--- config.mk ---
export PLATFORM = sky130hd
export DESIGN_NAME = fact_ctrl_fsm
export DESIGN_NICKNAME = d
export VERILOG_FILES = /design/src/rtl/fact_ctrl_fsm.sv
export SDC_FILE = /design/constraint.sdc
export NUM_CORES = 1
export LEC_CHECK = 0
export BUFFER_PORTS_ARGS = -buffer_cell sky130_fd_sc_hd__buf_4
export CORE_AREA = 2 2 39 41
export DETAILED_ROUTE_END_ITERATION = 16
export DIE_AREA = 0 0 41 43
export PLACE_DENSITY = 0.62
export SYNTH_ARGS = -nofsm -noshare
export SYNTH_HDL_FRONTEND = slang
export SYNTH_SLANG_ARGS = --single-unit
--- constraint.sdc ---
create_clock -name Clk -period 1.8 [get_ports Clk]
set_input_delay 0.09 -clock Clk [delete_from_list [all_inputs] [get_ports Clk]]
set_output_delay 0.09 -clock Clk [all_outputs]
set_load 0.01 [all_outputs]
--- src/rtl/fact_ctrl_fsm.sv ---
// fact_ctrl_fsm: control unit for the factorial accelerator.
// Detects a rising edge on Go and sequences the external down-counter,
// product register and multiplier through INIT / CHECK / MULT. It reports
// completion (Done) or error (Err) as levels until the next accepted start.
// Optional build macro FACT_CTRL_ABORT_EN adds an Abort input that drops
// an in-flight run back to IDLE.
module fact_ctrl_fsm #(
  parameter int MUL_LAT = 1,
  parameter int LCW     = 4
) (
  input  logic Clk,
  input  logic Rst,
  input  logic Go,
  input  logic InErr,
  input  logic CntGt1,
  input  logic MulOvf,
`ifdef FACT_CTRL_ABORT_EN
  input  logic Abort,
`endif
  output logic GoPulseCmb,
  output logic LoadCnt,
  output logic SelInit,
  output logic LoadReg,
  output logic EnCnt,
  output logic Busy,
  output logic Done,
  output logic Err
);

  typedef enum logic [2:0] {
    IDLE   = 3'd0,
    INIT   = 3'd1,
    CHECK  = 3'd2,
    MULT   = 3'd3,
    DONE_S = 3'd4,
    ERR_S  = 3'd5
  } state_t;

  state_t           r_state;
  state_t           w_nstate;
  logic             r_go_q;
  logic [LCW-1:0]   r_lat_cnt;
  logic             w_busy;
  logic             w_lat_zero;
  logic             w_abort;

`ifdef FACT_CTRL_ABORT_EN
  assign w_abort = Abort;
`else
  assign w_abort = 1'b0;
`endif

  assign w_busy     = (r_state == INIT) || (r_state == CHECK) || (r_state == MULT);
  assign w_lat_zero = (r_lat_cnt == '0);
  // Start strobe is masked during a run, so an edge seen while busy is lost.
  assign GoPulseCmb = Go & ~r_go_q & ~w_busy;

  // State register; reset lands in IDLE.
  always_ff @(posedge Clk or posedge Rst) begin
    if (Rst) r_state <= IDLE;
    else     r_state <= w_nstate;
  end

  // Go history for edge detection; resets high so a Go held across reset is not an edge.
  always_ff @(posedge Clk or posedge Rst) begin
    if (Rst) r_go_q <= 1'b1;
    else     r_go_q <= Go;
  end

  // Multiplier dwell counter: armed in CHECK, counts down to zero in MULT.
  always_ff @(posedge Clk or posedge Rst) begin
    if (Rst)                               r_lat_cnt <= '0;
    else if (r_state == CHECK && CntGt1)   r_lat_cnt <= LCW'(MUL_LAT - 1);
    else if (r_state == MULT && !w_lat_zero) r_lat_cnt <= r_lat_cnt - 1'b1;
  end

  // Next-state logic.
  always_comb begin
    w_nstate = r_state;
    case (r_state)
      IDLE, DONE_S, ERR_S: begin
        if (GoPulseCmb) w_nstate = InErr ? ERR_S : INIT;
      end
      INIT:  w_nstate = CHECK;
      CHECK: w_nstate = CntGt1 ? MULT : DONE_S;
      MULT: begin
        // MulOvf only matters when the multiply result is actually taken.
        if (w_lat_zero) w_nstate = MulOvf ? ERR_S : CHECK;
      end
      default: w_nstate = IDLE;
    endcase
    if (w_abort && w_busy) w_nstate = IDLE;
  end

  // Moore outputs decoded from state; register strobes are gated off on abort.
  always_comb begin
    LoadCnt = 1'b0;
    SelInit = 1'b0;
    LoadReg = 1'b0;
    EnCnt   = 1'b0;
    Busy    = w_busy;
    Done    = (r_state == DONE_S);
    Err     = (r_state == ERR_S);
    case (r_state)
      INIT: begin
        LoadCnt = 1'b1;
        SelInit = 1'b1;
        LoadReg = ~w_abort;
      end
      MULT: begin
        // Overflow cycle still loads the product; the partial result is left visible.
        LoadReg = w_lat_zero & ~w_abort;
        EnCnt   = w_lat_zero & ~w_abort;
      end
      default: ;
    endcase
  end

endmodule

==> results of run 1 <==
==> power breakdown <==
| group | total (mW) | switching, mW | leakage (nW) | internal [mW] |
|---|---|---|---|---|
| registers | 0.268 | 0.0549 | 0.104 | 0.213 |
| logic | 0.388 | 0.196 | 0.213 | 0.192 |
| clock network | 0.154 | 0.0684 | 0.0150 | 0.0853 |
| total | 0.810 | 0.319 | 0.332 | 0.491 |
==> registers in the layout (all words and copies together), names as in the netlist <==
name / count
r_go_q: 1
r_state: 3
r_lat_cnt: 4
==> placed cells by master (no fill, tap or decap), types with 2 or more instances in the layout <==
master / Yosys / routed
sky130_fd_sc_hd__a21oi_1: 4 / 4
sky130_fd_sc_hd__buf_4: 1 / 14
sky130_fd_sc_hd__clkbuf_4: 0 / 3
sky130_fd_sc_hd__dfrtp_1: 7 / 7
sky130_fd_sc_hd__dlygate4sd3_1: 0 / 2
sky130_fd_sc_hd__ha_1: 2 / 2
sky130_fd_sc_hd__inv_1: 4 / 4
sky130_fd_sc_hd__mux2i_1: 2 / 2
sky130_fd_sc_hd__nand2_1: 9 / 9
sky130_fd_sc_hd__nand2b_1: 3 / 3
sky130_fd_sc_hd__nor2_1: 12 / 12
sky130_fd_sc_hd__o21ai_0: 4 / 4
==> worst register-to-register path: stages, from the launching register on <==
cell	delay (ns)
sky130_fd_sc_hd__dfrtp_1	0.41
sky130_fd_sc_hd__inv_1	0.09
sky130_fd_sc_hd__ha_1	0.13
sky130_fd_sc_hd__or3b_4	0.40
sky130_fd_sc_hd__and3_4	0.23
sky130_fd_sc_hd__nand2_1	0.08
sky130_fd_sc_hd__mux2i_1	0.18
==> per-stage QoR <==
stage | utilization, % | instance area [um2] | hold slack (ns)
after floorplan | - | 519.2 | -0.09506
after global placement | 44.57 | 616.8 | 0.07301
after detailed placement | 44.57 | 616.8 | 0.06890
after CTS | 47.92 | 663.1 | 0.1313
after global routing | 47.92 | 663.1 | 0.1749
final | 47.92 | 663.1 | 0.1365
==> metal layers <==
| metal | vias to the layer above | part of all wire, % |
|---|---|---|
| met2 | 14 | 48 |
| met4 | 0 | 0 |
| met3 | 0 | 6.8 |
| met5 | - | 0 |
| li1 | 234 | - |
| met1 | 208 | 45 |
==> logic make-up (layout without fill, tap and decap cells) <==
group | count (synthesis) | count (layout) | synth area share [%]
compound gates | 11 | 11 | 13.49
mux | 2 | 2 | 3.856
buf+inv | 8 | 24 | 8.191
xor+xnor | 1 | 1 | 1.687
simple gates | 31 | 31 | 29.16
flops | 8 | 8 | 38.80
fa+ha+maj | 2 | 2 | 4.819
==> final cells by class <==
cell class / instances / area share (%)
well taps: 16 / 3.019
clock buffers: 4 / 3.962
multi-input cells: 47 / 41.51
flip-flops and latches: 8 / 30.38
inverters: 4 / 2.264
repair buffers: 16 / 18.87
==> worst min path at each step <==
| stage | slack (ns) | cells past startpoint | end | from |
|---|---|---|---|---|
| floorplan | -0.1 | 1 | r_lat_cnt[0] | Rst |
| global placement | 0.07 | 2 | r_state[2] | Rst |
| detailed placement | 0.07 | 2 | r_state[2] | Rst |
| CTS | 0.13 | 4 | r_state[1] | MulOvf |
| global route | 0.17 | 4 | r_state[1] | MulOvf |
| finish | 0.14 | 4 | r_state[1] | MulOvf |
==> impl_metrics.csv, run 1 <==
group,metric,value,unit
logic_synthesis,yosysMostFrequentCell,"sky130_fd_sc_hd__nor2_1",
worst_setup_path,worstSetupStartpointType,"flop",
final_layout,final_net_count,88,
logic_synthesis,ys_seq_elements,8,
logic_synthesis,synthesis.nets,71,
detailed_routing,drtPass1Iterations,4,
pwr,power_leakage,0.3318,nW
min_path,min-delay-path-class,"primary input to flop",
final_layout,post_route_cells_drive_above_1_share,29.11,%
run,drv_cap,0,
sta,post-route-period-util,93.84,%
detailed_routing,route.detailed.vias_per_inst,4.800,
worst_setup_path,ff2ff_setup_slack,0.21,ns
placed_design,hpwl,759.2,um
sta,grt_setup_unrepaired,"no",
die,design.die.area,0.001763,mm2
logic_synthesis,number_of_enable_flip_flop_cells_after_synthesis,0,
die,design.core.area,0.001384,mm2
detailed_routing,detailroute.via_count,456,
worst_setup_path,crit_chain,"inv_1, ha_1, or3b_4, a21oi_1, buf_4",
worst_setup_path,r2r_cells,6,
global_routing,largest_net_degree_at_the_start_of_global_routing,10,
sta,final_hold_viol_count,0,
cts,postCtsHoldBufs,2,
final_layout,syn2layout_area_growth,27.71,%
worst_setup_path,crit_arrival,1.60,ns
die,effective_utilization_at_floorplan,37.52,%
placed_design,post-place-ws,0.2112,ns
global_routing,grt.met3_usage,7.853,%
sta,clock_skew,0.008179,ns
detailed_routing,initialDrtViolationCount,11,
worst_setup_path,cp_data_required_time,1.71,ns
cts,tritoncts,"built",
final_layout,layout.cells.non_filler,95,
global_routing,groute.layer.met1.usage,18.69,%
logic_synthesis,ys.warnings.count,0,
logic_synthesis,synth_cell_type_count,25,
cts,clockRootBuffer,"sky130_fd_sc_hd__clkbuf_4",
placed_design,place_inst,89,
die,io_pins,14,
logic_synthesis,synth.cells.most_frequent,"sky130_fd_sc_hd__nor2_1 (12), sky130_fd_sc_hd__nand2_1 (9), sky130_fd_sc_hd__dfrtp_1 (7)",
worst_setup_path,worstReg2RegStart,"r_lat_cnt[0]",
global_routing,first_global_vias,415,
pwr,vdd.ir_drop.worst,0.6180,mV
die,die-width,41,um
worst_setup_path,regToRegEndpoint,"r_lat_cnt[3]",
worst_setup_path,crit_path_max_fanout,5,
die,die_h,43,um
cts,cts_inserted_buffers,3,
worst_setup_path,worstPathBufferInverterCount,2,
logic_synthesis,fraction_of_synthesized_cell_area_taken_by_the_top_area_cell_type,33.73,%
worst_setup_path,crit_path_end_kind,"output port",
logic_synthesis,synth_seq_area_share,38.80,%
die,rows,14,
final_layout,final-seq-area,201.4,um2
worst_setup_path,worst_setup_path_start,"r_lat_cnt[0]",
pwr,power_density_over_cell_area,1222,mW/mm2
sta,timing.fmax,0.5921,GHz
placed_design,gp_congestion,0.8512,
sta,worst_slew_pin_slew,0.3191,ns
cts,post_cts_buffers,0,
global_routing,grt_antenna_before_repair,0,
final_layout,filler_cell_count,134,
sta,report.final.slew_viol_count,0,
detailed_routing,drt-total-wl,1.008,mm
worst_setup_path,crit_path_end,"LoadReg",
logic_synthesis,synthesis.area_per_instance,8.242,um2
global_routing,met2_global_route_usage,21.56,%
global_routing,wire_length_of_the_first_global_routing_pass,1.718,mm
cts,clock_path_buffers,2,
final_layout,multi_input_area,275.3,um2
detailed_routing,antenna_left,0,
worst_setup_path,worst-setup-path-type,"flop to output port",
logic_synthesis,postSynth.topFlopCell,"sky130_fd_sc_hd__dfrtp_1",
sta,final.min_clock_period,1.689,ns
sta,finalSetupViolCount,0,
run_status,run_status,"finished, final reports clean",
cts,clk_pin_slew,0.06,ns
sta,timing.slew.headroom,78.71,%
final_layout,insertedDiodeCount,0,
sta,totalNegativeSetupSlack,0,ns
worst_setup_path,critical_path.max_stage_delay,0.41,ns
placed_design,port_buffers,13,
global_routing,globalRouteTotalUtil,14.85,%
global_routing,grt_busiest_layer,"met2",
global_routing,grt_overflow,0,
worst_setup_path,crit_path_cell_count,5,
worst_setup_path,crit_path_top_delay_cell,"sky130_fd_sc_hd__dfrtp_1",
worst_setup_path,cell_family_with_the_largest_share_of_critical_path_delay,"flip-flops",
logic_synthesis,post_synth_inst_count,63,
detailed_routing,wire_per_inst,10.61,um
cts,cts-resized-gates,0,
sta,final.setup.worst_slack,0.1110,ns
cts,cts.htree.levels,1,
cts,clock_sink_count,8,
detailed_routing,remaining_drc_errors,0,
logic_synthesis,syn_area,519.2,um2
logic_synthesis,ys_async_sr_fraction,100.0,%
pwr,finalPower,0.8103,mW
cts,clock_insertion_delay_at_the_later_pin_of_the_skew_report,0.26,ns
logic_synthesis,synth.largest_area_cell,"sky130_fd_sc_hd__dfrtp_1",
logic_synthesis,yosys-top-cells-area,"sky130_fd_sc_hd__dfrtp_1 (34%), sky130_fd_sc_hd__nor2_1 (8.7%), sky130_fd_sc_hd__nand2_1 (6.5%)",
Note: power is estimated with default switching activity, not from simulation.
==> inputs of run 2 (changes only) <==
--- a/config.mk
+++ b/config.mk
@@ -6,10 +6,11 @@
 export NUM_CORES = 1
 export LEC_CHECK = 0
 export BUFFER_PORTS_ARGS = -buffer_cell sky130_fd_sc_hd__buf_4
-export CORE_AREA = 2 2 39 41
+export CELL_PAD_IN_SITES_DETAIL_PLACEMENT = 2
+export CELL_PAD_IN_SITES_GLOBAL_PLACEMENT = 2
+export CORE_UTILIZATION = 25
 export DETAILED_ROUTE_END_ITERATION = 16
-export DIE_AREA = 0 0 41 43
-export PLACE_DENSITY = 0.62
+export PLACE_DENSITY = 0.71
 export SYNTH_ARGS = -nofsm -noshare
 export SYNTH_HDL_FRONTEND = slang
 export SYNTH_SLANG_ARGS = --single-unit
==> constraint.sdc (replaced) <==
create_clock -name Clk -period 1.4 [get_ports Clk]
set_input_delay 0.07 -clock Clk [delete_from_list [all_inputs] [get_ports Clk]]
set_output_delay 0.07 -clock Clk [all_outputs]
set_load 0.01 [all_outputs]
==> impl_metrics.csv, run 2 (synthesized netlist as in run 1, its figures left out) <==
group,metric,value,unit
die,die-width,47.58,um
sta,clock_skew,0.006890,ns
die,design.die.area,0.002263,mm2
sta,timing.slew.headroom,75.32,%
sta,final_hold_viol_count,0,
worst_setup_path,worst-setup-path-type,"flop to output port",
cts,clock_path_buffers,2,
pwr,netSwitchingFraction,42.48,%
cts,cts.htree.levels,1,
global_routing,largest_net_degree_at_the_start_of_global_routing,10,
global_routing,grt_overflow,0,
final_layout,insertedDiodeCount,0,
sta,worst_slew_pin_slew,0.3701,ns
global_routing,first_global_vias,583,
sta,final.min_clock_period,1.704,ns
final_layout,largest-register,"r_lat_cnt",
cts,tritoncts,"built",
sta,final.setup.worst_slack,-0.3044,ns
detailed_routing,drtPass1Iterations,9,
global_routing,grt_antenna_before_repair,0,
placed_design,port_buffers,13,
pwr,power.internal,0.6849,mW
cts,clk_pin_slew,0.07,ns
cts,clock_insertion_delay_at_the_later_pin_of_the_skew_report,0.26,ns
detailed_routing,detailroute.via_count,535,
placed_design,place_area,680.7,um2
detailed_routing,wire_per_inst,15.64,um
final_layout,commonest_cells_after_routing_fill_and_taps_aside,"sky130_fd_sc_hd__buf_4 (24), sky130_fd_sc_hd__nor2_1 (9), sky130_fd_sc_hd__nand2_1 (7), sky130_fd_sc_hd__dfrtp_1 (7)",
run_status,violations,"DRC, setup timing",
pwr,sequential_fraction_of_design_power,28.4,%
worst_setup_path,crit_path_end_kind,"output port",
global_routing,globalRouteTotalUtil,18.52,%
placed_design,gp_congestion,0.7236,
final_layout,final_net_count,100,
final_layout,post_route_cells_drive_above_1_share,52.75,%
die,rows,16,
pwr,power_density_over_cell_area,1433,mW/mm2
run,drv_cap,0,
die,io_pins,14,
final_layout,max_ffs_per_register,4,
pwr,vdd.ir_drop.worst,0.7018,mV
pwr,p_clk_share,17.3,%
die,effective_utilization_at_floorplan,26.47,%
die,design.core.area,0.001962,mm2
sta,post-route-period-util,121.7,%
detailed_routing,antenna_left,0,
final_layout,design_area,830.8,um2
final_layout,filler_cell_count,239,
worst_setup_path,cp_data_required_time,1.33,ns
global_routing,wire_length_of_the_first_global_routing_pass,2.780,mm
pwr,power_frac_comb,54.3,%
run_status,run_status,"finished, violations left",
final_layout,layout.core_utilization,42.35,%
worst_setup_path,crit_arrival,1.63,ns
detailed_routing,route.detailed.vias_per_inst,4.534,
min_path,min-delay-path-class,"primary input to flop",
detailed_routing,drt-total-wl,1.845,mm
pwr,p_switching,0.5058,mW
placed_design,post-place-ws,-0.1246,ns
cts,clockRootBuffer,"sky130_fd_sc_hd__clkbuf_4",
sta,report.final.slew_viol_count,0,
sta,finalSetupViolCount,10,
cts,clock_sink_count,8,
detailed_routing,initialDrtViolationCount,2,
worst_setup_path,crit_path_max_fanout,3,
sta,timing.fmax,0.5867,GHz
sta,totalNegativeSetupSlack,-1.890,ns
detailed_routing,remaining_drc_errors,1,
pwr,power_leakage,0.4027,nW
final_layout,biggestRegsByFlops,"r_lat_cnt: 4 flops, r_state: 3 flops, r_go_q: 1 flops",
placed_design,hpwl,1.181,mm
sta,grt_setup_unrepaired,"yes",
final_layout,commonest_non_fill_non_tap_cell_in_the_layout,"sky130_fd_sc_hd__buf_4",
cts,cts_inserted_buffers,3,
die,die_h,47.58,um
final_layout,syn2layout_area_growth,60.00,%
worst_setup_path,worstSetupStartpointType,"flop",
run 2: worst max-delay path, cell delays in order (launching register included):
cell,delay [ns]
sky130_fd_sc_hd__dfrtp_1,0.41
sky130_fd_sc_hd__inv_2,0.10
sky130_fd_sc_hd__ha_4,0.12
sky130_fd_sc_hd__or3b_4,0.38
sky130_fd_sc_hd__buf_6,0.13
sky130_fd_sc_hd__a21oi_2,0.11
sky130_fd_sc_hd__buf_4,0.13
run 2: power by group through the flow:
| stage | clock network (mW) | registers (mW) | logic [mW] |
|---|---|---|---|
| after global routing | 0.224 | 0.346 | 0.715 |
| after global placement | 0 | 0.328 | 0.558 |
| after detailed placement | 0 | 0.332 | 0.571 |
| after floorplan | 0 | 0.306 | 0.351 |
| final | 0.206 | 0.338 | 0.646 |
| after CTS | 0.217 | 0.327 | 0.610 |
run 2: area by class of cell:
cell class	count	area, um2	area share, %
multi-input cells	47	331.6	39.91
repair buffers	28	222.7	26.81
flip-flops and latches	8	201.4	24.25
well taps	27	33.78	4.066
clock buffers	4	26.28	3.163
inverters	4	15.01	1.807
run 2: final timing paths:
kind / from / endpoint / slack [ns] / depth (start not counted)
setup / recovery: r_lat_cnt[1] / LoadReg / -0.30 / 6
hold / removal: MulOvf / r_state[1] / 0.15 / 4
setup reg to reg: r_lat_cnt[1] / r_state[0] / -0.27 / 8
hold reg to reg: r_lat_cnt[3] / r_lat_cnt[3] / 0.49 / 1
max in group asynchronous: Rst / r_go_q / 0.75 / 3
min in group asynchronous: Rst / r_lat_cnt[1] / 0.34 / 3
run 2: per-stage QoR:
step	total power, mW	std cells	hold slack, ns
floorplan	0.6571	63	-0.1151
global placement	0.8862	106	0.06262
detailed placement	0.9023	106	0.07837
CTS	1.154	116	0.1280
global route	1.285	118	0.1526
finish	1.191	118	0.1465
run 2: repair_timing:
action | in CTS | in global routing
hold buffers | 2 | 0
endpoints found under the hold margin | 8 | 0
buffers inserted | 4 | 2
pin swaps | 4 | 2
resized for setup | 8 | 9
endpoints found under the setup margin | 10 | 14
run 2: layer usage:
layer / vias to the layer above / track usage (%) / part of all wire, %
met5: - / 0 / 0
met4: 0 / 10.00 / 1.1
met2: 8 / 31.78 / 53
met1: 267 / 22.53 / 44
li1: 258 / - / -
met3: 2 / 2.264 / 1.7
==> inputs of run 3 (changes only) <==
--- a/config.mk
+++ b/config.mk
@@ -10,7 +10,7 @@
 export CELL_PAD_IN_SITES_GLOBAL_PLACEMENT = 2
 export CORE_UTILIZATION = 25
 export DETAILED_ROUTE_END_ITERATION = 16
-export PLACE_DENSITY = 0.71
+export PLACE_DENSITY_LB_ADDON = 0.12
 export SYNTH_ARGS = -nofsm -noshare
 export SYNTH_HDL_FRONTEND = slang
 export SYNTH_SLANG_ARGS = --single-unit
==> impl_metrics.csv, run 3 (synthesized netlist as in run 1, its figures left out) <==
group,metric,value,unit
run_status,run_status,"finished, violations left",
run_status,violations,"setup timing",
run,drv_cap,0,
final_layout,commonest_cells_after_routing_fill_and_taps_aside,"sky130_fd_sc_hd__buf_4 (28), sky130_fd_sc_hd__nand2_1 (7), sky130_fd_sc_hd__nor2_1 (7), sky130_fd_sc_hd__dfrtp_1 (6)",
sta,clock_skew,0.009328,ns
cts,cts_inserted_buffers,3,
global_routing,met2_global_route_usage,35.07,%
detailed_routing,detailroute.via_count,542,
cts,cts.htree.levels,1,
worst_setup_path,regToRegEndpoint,"r_state[2]",
sta,timing.fmax,0.5724,GHz
global_routing,grt_busiest_layer,"met2",
worst_setup_path,r2r_cells,7,
detailed_routing,drt-total-wl,1.940,mm
die,effective_utilization_at_floorplan,26.47,%
global_routing,grt_antenna_before_repair,0,
pwr,power_leakage,0.4180,nW
min_path,timing.hold.worst_path_depth,4,
cts,clockRootBuffer,"sky130_fd_sc_hd__clkbuf_4",
detailed_routing,antenna_left,0,
cts,clock_path_buffers,2,
detailed_routing,remaining_drc_errors,0,
global_routing,largest_net_degree_at_the_start_of_global_routing,10,
global_routing,grt_overflow,0,
worst_setup_path,worstReg2RegStart,"r_lat_cnt[0]",
final_layout,post_route_cells_drive_above_1_share,56.38,%
pwr,finalPower,1.234,mW
die,design.die.area,0.002263,mm2
global_routing,wire_length_of_the_first_global_routing_pass,2.808,mm
worst_setup_path,worst-setup-path-type,"flop to output port",
sta,post-route-period-util,124.8,%
sta,final.min_clock_period,1.747,ns
cts,clk_pin_slew,0.06,ns
pwr,vdd.ir_drop.worst,0.6542,mV
global_routing,globalRouteTotalUtil,20.00,%
final_layout,final_net_count,103,
placed_design,gp_congestion,0.6802,
worst_setup_path,crit_chain,"inv_2, ha_4, or3b_4, buf_6, a21oi_2, buf_4",
pwr,power_density_over_cell_area,1431,mW/mm2
worst_setup_path,crit_path_end_kind,"output port",
worst_setup_path,worstSetupStartpointType,"flop",
final_layout,largest-register,"r_lat_cnt",
global_routing,groute.layer.met1.usage,20.69,%
final_layout,biggestRegsByFlops,"r_lat_cnt: 4 flops, r_state: 3 flops, r_go_q: 1 flops",
worst_setup_path,cp_data_required_time,1.33,ns
global_routing,first_global_vias,550,
sta,finalSetupViolCount,9,
sta,report.final.slew_viol_count,0,
sta,grt_setup_unrepaired,"yes",
die,rows,16,
final_layout,syn2layout_area_growth,66.02,%
placed_design,port_buffers,13,
placed_design,hpwl,1.154,mm
detailed_routing,wire_per_inst,16.03,um
detailed_routing,initialDrtViolationCount,0,
worst_setup_path,ff2ff_setup_slack,-0.30,ns
final_layout,filler_cell_count,238,
cts,clock_sink_count,8,
sta,final.setup.worst_slack,-0.3469,ns
min_path,min_to,"r_state[1]",
final_layout,layout.cells.non_filler,121,
sta,timing.slew.headroom,77.95,%
cts,tritoncts,"built",
die,io_pins,14,
final_layout,max_ffs_per_register,4,
min_path,min-delay-path-class,"primary input to flop",
detailed_routing,route.detailed.vias_per_inst,4.479,
sta,final_hold_viol_count,0,
placed_design,place_inst,108,
worst_setup_path,crit_path_top_delay_cell,"sky130_fd_sc_hd__dfrtp_1",
die,die_h,47.58,um
cts,clock_insertion_delay_at_the_later_pin_of_the_skew_report,0.28,ns
worst_setup_path,worstPathBufferInverterCount,3,
final_layout,insertedDiodeCount,0,
global_routing,grt.met3_usage,6.792,%
worst_setup_path,cell_family_with_the_largest_share_of_critical_path_delay,"flip-flops",
die,die-width,47.58,um
min_path,min-delay-start,"MulOvf",
worst_setup_path,critical_path.max_stage_delay,0.40,ns
die,design.core.area,0.001962,mm2
worst_setup_path,crit_arrival,1.68,ns
worst_setup_path,crit_path_max_fanout,3,
sta,worst_slew_pin_slew,0.3304,ns
final_layout,commonest_non_fill_non_tap_cell_in_the_layout,"sky130_fd_sc_hd__buf_4",
detailed_routing,drtPass1Iterations,1,
## run 3: worst max path at each step
stage	startpoint	to	slack, ns	cells past startpoint
after floorplan	r_lat_cnt[0]	r_lat_cnt[2]	-0.17	7
after global placement	r_lat_cnt[0]	r_lat_cnt[2]	-0.07	6
after detailed placement	r_lat_cnt[0]	r_lat_cnt[2]	-0.09	6
after CTS	r_lat_cnt[1]	LoadReg	-0.26	6
after global routing	r_lat_cnt[0]	LoadReg	-0.41	6
final	r_lat_cnt[0]	LoadReg	-0.35	6
## run 3: per-stage QoR
step / hold slack (ns) / setup TNS [ns] / area [um2] / util (%) / setup WS, ns
CTS: 0.1168 / -1.169 / 808.3 / 41.20 / -0.2574
detailed placement: 0.05183 / -0.5806 / 695.7 / 35.46 / -0.09099
finish: 0.09715 / -2.321 / 862.1 / 43.94 / -0.3469
global route: 0.1173 / -2.893 / 862.1 / 43.94 / -0.4056
global placement: 0.05290 / -0.3997 / 695.7 / 35.46 / -0.06910
floorplan: -0.1151 / -0.7800 / 524.3 / - / -0.1681
## run 3: what timing repair did
item                                    CTS  global route
setup buffers                             4             4
endpoints found under the setup margin   11            14
cloned                                    0             0
pin swaps                                 6             5
hold buffers                              2             0
gates resized for setup                  11             9
hold endpoints to repair                  8             0
## run 3: worst reg2reg max path, delay by kind of cell, from the launching register on
kind,cells,cell delay [ns]
AND/OR/NAND/NOR,2,0.61
adder cells (fa/ha/maj),1,0.12
buffers and inverters,2,0.25
flip-flops,1,0.40
AO/OA/AOI/OAI,2,0.28
## run 3: routing by layer
metal	share of wire (%)	wire length (um)
met4	2.1	40
met2	58	1123
met1	36	703
met5	0	0
met3	3.7	72
## run 3: where the power goes
group | switching (mW) | internal, mW
Sequential | 0.0725 | 0.278
Combinational | 0.359 | 0.317
Clock | 0.0978 | 0.110
## run 3: final cells by class
type | instances | area [um2] | area share [%]
Timing Repair Buffer | 31 | 241.5 | 28.01
Inverter | 4 | 15.01 | 1.742
Sequential cell | 8 | 202.7 | 23.51
Clock buffer | 4 | 26.28 | 3.048
Multi-Input combinational cell | 47 | 342.8 | 39.77
Tap cell | 27 | 33.78 | 3.919
